### src/rtl/ifm_pkg.sv
// Shared definitions for the ingress FIFO writer and the egress reader.
// It holds the FIFO word layout and the reader's state encodings.
package ifm_pkg;

  localparam int C_DATA_W    = 64;
  localparam int C_KEEP_W    = 8;
  localparam int C_FIFO_W    = 73;
  localparam int C_TLAST_BIT = 72;
  localparam int C_TKEEP_HI  = 71;
  localparam int C_TKEEP_LO  = 64;

  localparam logic [1:0] S_IDLE = 2'h0;
  localparam logic [1:0] S_SEND = 2'h1;
  localparam logic [1:0] S_DROP = 2'h2;

  // The bit order matches the data FIFO word: {tlast, tkeep, tdata}.
  typedef struct packed {
    logic                tlast;
    logic [C_KEEP_W-1:0] tkeep;
    logic [C_DATA_W-1:0] tdata;
  } ifm_word_t;

endpackage

### src/rtl/ifm_axis_reg.sv
// One-deep AXI-Stream register slice. An input word can load in the same
// edge that the slice's current word drains.
module ifm_axis_reg #(
  parameter int W = 73
) (
  input  logic         i_clk,
  input  logic         i_reset,
  input  logic         i_valid,
  input  logic [W-1:0] i_data,
  output logic         o_ready,
  output logic         o_valid,
  output logic [W-1:0] o_data,
  input  logic         i_ready
);

  logic         r_valid;
  logic [W-1:0] r_data;

  // Handshake: a word moves on an edge where valid && ready. The upstream side
  // asserts i_valid only while o_ready=1. o_data is held stable while
  // o_valid=1 and i_ready=0.
  assign o_ready = !r_valid || i_ready;
  assign o_valid = r_valid;
  assign o_data  = r_data;

  always_ff @(posedge i_clk or posedge i_reset) begin
    if (i_reset) begin
      r_valid <= 1'b0;
      r_data  <= '0;
    end else if (i_valid) begin
      r_valid <= 1'b1;
      r_data  <= i_data;
    end else if (i_ready) begin
      r_valid <= 1'b0;
    end
  end

endmodule

### src/rtl/ifm_out_fsm.sv
// Egress reader for the ingress FIFO pair. Each info entry selects one frame.
// A good frame is forwarded to m_axis and a bad frame is discarded; both are counted.
module ifm_out_fsm
  import ifm_pkg::*;
#(
  parameter int C_CNT_WIDTH = 32
) (
  input  logic                   rx_clk,
  input  logic                   rx_reset,
  input  logic [C_FIFO_W-1:0]    data_fifo_rdata,
  input  logic                   data_fifo_empty,
  output logic                   data_fifo_rden,
  input  logic                   info_fifo_rdata,
  input  logic                   info_fifo_empty,
  output logic                   info_fifo_rden,
  output logic [C_DATA_W-1:0]    m_axis_tdata,
  output logic [C_KEEP_W-1:0]    m_axis_tkeep,
  output logic                   m_axis_tlast,
  output logic                   m_axis_tvalid,
  input  logic                   m_axis_tready,
  output logic [C_CNT_WIDTH-1:0] good_frame_cnt,
  output logic [C_CNT_WIDTH-1:0] drop_frame_cnt,
  output logic [1:0]             dbg_state
);

  logic [1:0]             r_state;
  logic [1:0]             w_state_nxt;
  logic                   w_info_pop;
  logic                   w_data_pop;
  logic                   w_send_pop;
  logic                   w_pop_last;
  logic                   w_reg_ready;
  logic [C_CNT_WIDTH-1:0] r_good_cnt;
  logic [C_CNT_WIDTH-1:0] r_drop_cnt;
  ifm_word_t              w_out;

  // The pops are gated by reset so that they are 0 during reset, even when a FIFO is not empty.
  assign w_info_pop = !rx_reset && (r_state == S_IDLE) && !info_fifo_empty;
  assign w_send_pop = !rx_reset && (r_state == S_SEND) && !data_fifo_empty && w_reg_ready;
  assign w_data_pop = w_send_pop ||
                      (!rx_reset && (r_state == S_DROP) && !data_fifo_empty);
  assign w_pop_last = data_fifo_rdata[C_TLAST_BIT];

  assign info_fifo_rden = w_info_pop;
  assign data_fifo_rden = w_data_pop;
  assign dbg_state      = r_state;
  assign good_frame_cnt = r_good_cnt;
  assign drop_frame_cnt = r_drop_cnt;

  always_comb begin
    w_state_nxt = r_state;
    case (r_state)
      S_IDLE:  if (w_info_pop) w_state_nxt = info_fifo_rdata ? S_SEND : S_DROP;
      S_SEND:  if (w_data_pop && w_pop_last) w_state_nxt = S_IDLE;
      S_DROP:  if (w_data_pop && w_pop_last) w_state_nxt = S_IDLE;
      default: w_state_nxt = S_IDLE;
    endcase
  end

  always_ff @(posedge rx_clk or posedge rx_reset) begin
    if (rx_reset) begin
      r_state    <= S_IDLE;
      r_good_cnt <= '0;
      r_drop_cnt <= '0;
    end else begin
      r_state <= w_state_nxt;
      if (w_data_pop && w_pop_last && (r_state == S_SEND)) r_good_cnt <= r_good_cnt + 1'b1;
      if (w_data_pop && w_pop_last && (r_state == S_DROP)) r_drop_cnt <= r_drop_cnt + 1'b1;
    end
  end

  ifm_axis_reg #(
    .W (C_FIFO_W)
  ) u_out_reg (
    .i_clk   (rx_clk),
    .i_reset (rx_reset),
    .i_valid (w_send_pop),
    .i_data  (data_fifo_rdata),
    .o_ready (w_reg_ready),
    .o_valid (m_axis_tvalid),
    .o_data  (w_out),
    .i_ready (m_axis_tready)
  );

  assign m_axis_tdata = w_out.tdata;
  assign m_axis_tkeep = w_out.tkeep;
  assign m_axis_tlast = w_out.tlast;

endmodule
### config.mk
export PLATFORM = sky130hd
export DESIGN_NAME = ifm_out_fsm
export DESIGN_NICKNAME = d
export VERILOG_FILES = /design/src/rtl/ifm_pkg.sv /design/src/rtl/ifm_axis_reg.sv /design/src/rtl/ifm_out_fsm.sv
export SDC_FILE = /design/constraint.sdc
export NUM_CORES = 1
export LEC_CHECK = 0
export BUFFER_PORTS_ARGS = -buffer_cell sky130_fd_sc_hd__buf_4
export CORE_MARGIN = 5
export CORE_UTILIZATION = 35
export CTS_BUF_LIST = sky130_fd_sc_hd__clkbuf_16
export DETAILED_ROUTE_END_ITERATION = 10
export HOLD_SLACK_MARGIN = 0.15
export PLACE_DENSITY = 0.6
export SLEW_MARGIN = 20
export SYNTH_ARGS = -nofsm -noshare
export SYNTH_HDL_FRONTEND = slang
export SYNTH_SLANG_ARGS = --single-unit
export TNS_END_PERCENT = 10
### constraint.sdc
create_clock -name rx_clk -period 3.9 [get_ports rx_clk]
set_input_delay 0.39 -clock rx_clk [delete_from_list [all_inputs] [get_ports rx_clk]]
set_output_delay 0.39 -clock rx_clk [all_outputs]
set_load 0.02 [all_outputs]
==> impl_summary.md <==
Status
The flow ran to the end, and the final reports show no timing, DRC or antenna violations.

Synthesis
The fraction of post-synthesis cell area in the top cell type by area is 61.1%. The compound-gate portion of the synthesized area is 0.764%. Counting every net in the synthesized netlist gives 513. In the post-synthesis netlist, the cell with the most instances is dfrtp_1. The biggest area contributor in the post-synthesis netlist is dfrtp_1. The per-instance average area after synthesis is 13.4 um^2. Summing the sequential cell areas from Yosys gives 61.1% of the chip area. Summing the areas of all fa, ha and maj instances in the mapped netlist gives 1.09% of the synthesized area. The netlist area before placement is 5730 um^2. The commonest cells after synthesis are dfrtp_1, mux2_2, xnor2_1. In the post-synthesis netlist, the biggest area contributors are dfrtp_1, mux2_2, xnor2_1, xor2_1, nand3_1.

Measured against the total synthesized area, the mux share comes to 14.5%. The combinational family with the most area after synthesis is multiplexers. After synthesis, the share of flip-flops with an asynchronous set or reset is 100%. The gate count of the mapped netlist is 429. Yosys mapped a number of flops with a built-in enable equal to 0. During synthesis, Yosys emitted a total of 0 warnings. Summing the areas of all xor and xnor instances in the mapped netlist gives 9.48% of the synthesized area. Of the total synthesized cell area, the portion taken by AND, OR, NAND and NOR gates is 12.0%.

After synthesis the netlist holds a flip-flop and latch count of 140. In the synthesized netlist the dominant register cell turns out to be dfrtp_1. The count of distinct cell types in the synthesized netlist is 33.

Detailed routing
The first-pass iteration count of the detailed router is 4. After the first detailed-routing iteration, the DRC count stood at 198. The number of design rule violations left after detail routing is 0. The total detailed-routing wirelength is 14.4 mm.

The antenna violation net count after detailed routing is 0. The total via count after detailed routing is 4136. The average via count per standard cell is 4.65. After detailed routing, the average wire length per cell comes to 16.2 um.

Clocking
The number of buffers on the longest clock path is 2. After clock tree synthesis, the clock-pin slew on the worst setup and hold paths is 60 ps. Counting the buffers created by CTS gives 17.

The clock latency of the later-clocked register in the worst-skew pair is 420 ps. The post-CTS resize count is 0. The clock root buffer is clkbuf_16.

The CTS tree is built. The number of hold buffers added after CTS was 1. CTS built an H-tree with a depth of 4. The number of clock sinks is 140. The post-CTS setup repair buffer count is 0.

Setup path
On the critical path, the stage with the largest delay is an instance of nor4_1. In this run the register-to-register setup slack is 1440 ps. The kind of capture point of the worst setup path is a flop. The number of cells on the worst reg-to-reg path is 7. The worst setup path is launched from a flop. The critical path goes through inv_1 > ha_1 > nor3b_2 > nand3_1 > nor4_1 > nand4_1 > xnor2_1. The critical path required time is 4200 ps. The critical-path maximum fanout is 6. The arrival time at the worst endpoint is 2770 ps. The delay of the slowest cell on the worst path is 660 ps.

The startpoint of the lowest-slack register-to-register path is dbg_state[1]. In this run the critical register-to-register path is captured at good_frame_cnt[22]. The classification of the worst setup path is reg -> reg.

Power
In this run the static leakage power is 4.20 nW. The internal power of the cells totals 3.76 mW. The share of total power in sequential cells is 36.9%.

The worst-case IR drop observed on VDD is 0.376 mV. The switching power is 1.60 mW. The share of power burned in combinational logic is 29.8%.

Net switching is 29.9% of the power. The share of total power in the clock network is 33.3%. The total power density per cell area is 645 nW/um^2.

Global route
The fraction of met2 tracks used by global routing is 25.4%. The initial antenna violation count came to 0. Global routing consumed, over all layers together, 15.6% of the routing resources.

The most heavily used metal layer in global routing is met2. The wire length of the first global-routing pass is 23.2 mm. Global routing used 18.6% of the available met1 tracks. For this run, global-route usage on met3 was measured as 6.64%. The via count of the first global-routing pass is 4572. The pin count of the biggest net entering global routing is 79. The remaining global-route overflow is 0.

Timing
The minimum clock period is 2460 ps. Hold timing on the final database bottoms out at a slack of 171 ps. The ratio of final minimum period to clock period is 63.2%.

The top achievable clock speed is 406 MHz. The transition time at the pin with the least slew margin is 1010 ps. The final-report max-slew violation count is 0. After routing, the total negative slack on setup checks comes to 0 ps. Setup slack closes at 1440 ps. The number of hold-slack violations in the final timing report is 0. Setup violations remaining at the end of the flow were counted as 0.

The worst-case clock skew is 5.08 ps. The worst slew margin relative to its limit is 32.8%. Setup repair after global routing left no endpoint under its margin.

Cells and area
Once layout is done, the placed cells without fillers occupy 8320 um^2. The number of antenna repair diodes is 0. The fraction of final layout cells with drive strength greater than 1 is 49.4%. For this run, the post-layout net count is 747. The post-synthesis to final-layout area growth is 45.2%.

Floorplanning
After floorplanning, the core was sized to cover 16000 um^2. Measured along the y axis, the die boundary spans 138 um. During I/O placement, the number of pins put on the boundary was 221. The standard-cell row count is 46. The area of the die is 19000 um^2. From left edge to right edge, the die measures 138 um.

The initial core utilization is 35.8%.

Hold path
The worst hold path was traced through 2 stages. The startpoint identified for the worst hold timing path is info_fifo_rdata. The sink of the worst hold path is dbg_state[1].

In this run the worst hold path is classified as in -> reg.

Placement
The detailed placement HPWL is 10.6 mm. Timing analysis after detailed placement gives a worst setup slack of 1410 ps. The total placed instance area is 7660 um^2. The number of buffer cells added on primary ports is 220. The routability-driven placement congestion ratio is 0.776.

Run
Max-cap violations in this run came to 0.
[through the flow]
step,std cells,util (%),power [mW]
floorplan,429,-,2.87
global placement,859,47.9,3.59
detailed placement,859,47.9,3.64
CTS,890,52.0,5.45
global route,890,52.0,5.65
finish,890,52.0,5.36
[worst max path at each step]
| stage | depth (start not counted) | to | slack, ps | startpoint |
|---|---|---|---|---|
| 3_3_place_gp | 7 | good_frame_cnt[28] | 1510 | dbg_state[1] |
| 3_5_place_dp | 7 | good_frame_cnt[22] | 1410 | dbg_state[1] |
| 6_report | 7 | good_frame_cnt[22] | 1440 | dbg_state[1] |
| 5_1_grt | 7 | good_frame_cnt[28] | 1140 | dbg_state[1] |
| 4_1_cts | 7 | good_frame_cnt[22] | 1420 | dbg_state[1] |
| 2_1_floorplan | 1 | dbg_state[0] | 1760 | rx_reset |
[critical path, delay by kind of cell, from the launching register on]
family	cells	cell delay [ps]
xor gates and xnor gates	1	150
buffers and inverters	1	110
and+or+nand+nor	4	1490
adders and majority gates	1	190
DFF	1	410
[cells by family (layout without fill, tap and decap cells)]
logic type / after synthesis / in the layout
fa+ha+maj: 5 / 5
simple gates: 126 / 126
compound gates: 7 / 7
flops: 140 / 140
mux: 74 / 74
xor+xnor: 62 / 62
buf+inv: 15 / 260
[cells in the final DEF (no fill, tap or decap), types with 9 or more instances in the layout]
master     instances
nand2_1           32
xor2_1            18
clkbuf_16         17
dfrtp_1          140
nand4_1           11
nor2_1            15
and4_1             9
buf_4            221
mux2_2            74
xnor2_1           44
nand3_1           28
[cell type report]
| cell class | count | area, um^2 |
|---|---|---|
| Sequential cell | 140 | 3500 |
| Timing Repair Buffer | 223 | 1690 |
| Inverter | 7 | 30.0 |
| Clock buffer | 17 | 425 |
| Tap cell | 216 | 270 |
| Multi-Input combinational cell | 274 | 2180 |
| Clock inverter | 13 | 224 |
| Fill cell | 1448 | 7680 |
[layer usage]
metal,part of all wire [%],vias to the layer above
met3,9.6,25
met5,0,-
met2,49,142
met4,2.0,0
met1,39,2008
li1,-,1961
[power groups by stage]
stage	Sequential [mW]	Clock, mW	Combinational (mW)
2_1_floorplan	2.41	0	0.459
4_1_cts	1.98	1.84	1.63
3_5_place_dp	2.01	0	1.63
5_1_grt	2.03	1.90	1.71
3_3_place_gp	1.99	0	1.60
6_report	1.98	1.79	1.60
[sequential cells by signal, indices dropped and copies added (netlist names)]
| signal | flops |
|---|---|
| good_frame_cnt | 32 |
| u_out_reg.o_valid | 1 |
| u_out_reg.o_data | 73 |
| drop_frame_cnt | 32 |
| dbg_state | 2 |
(Power assumes the default switching activity.)
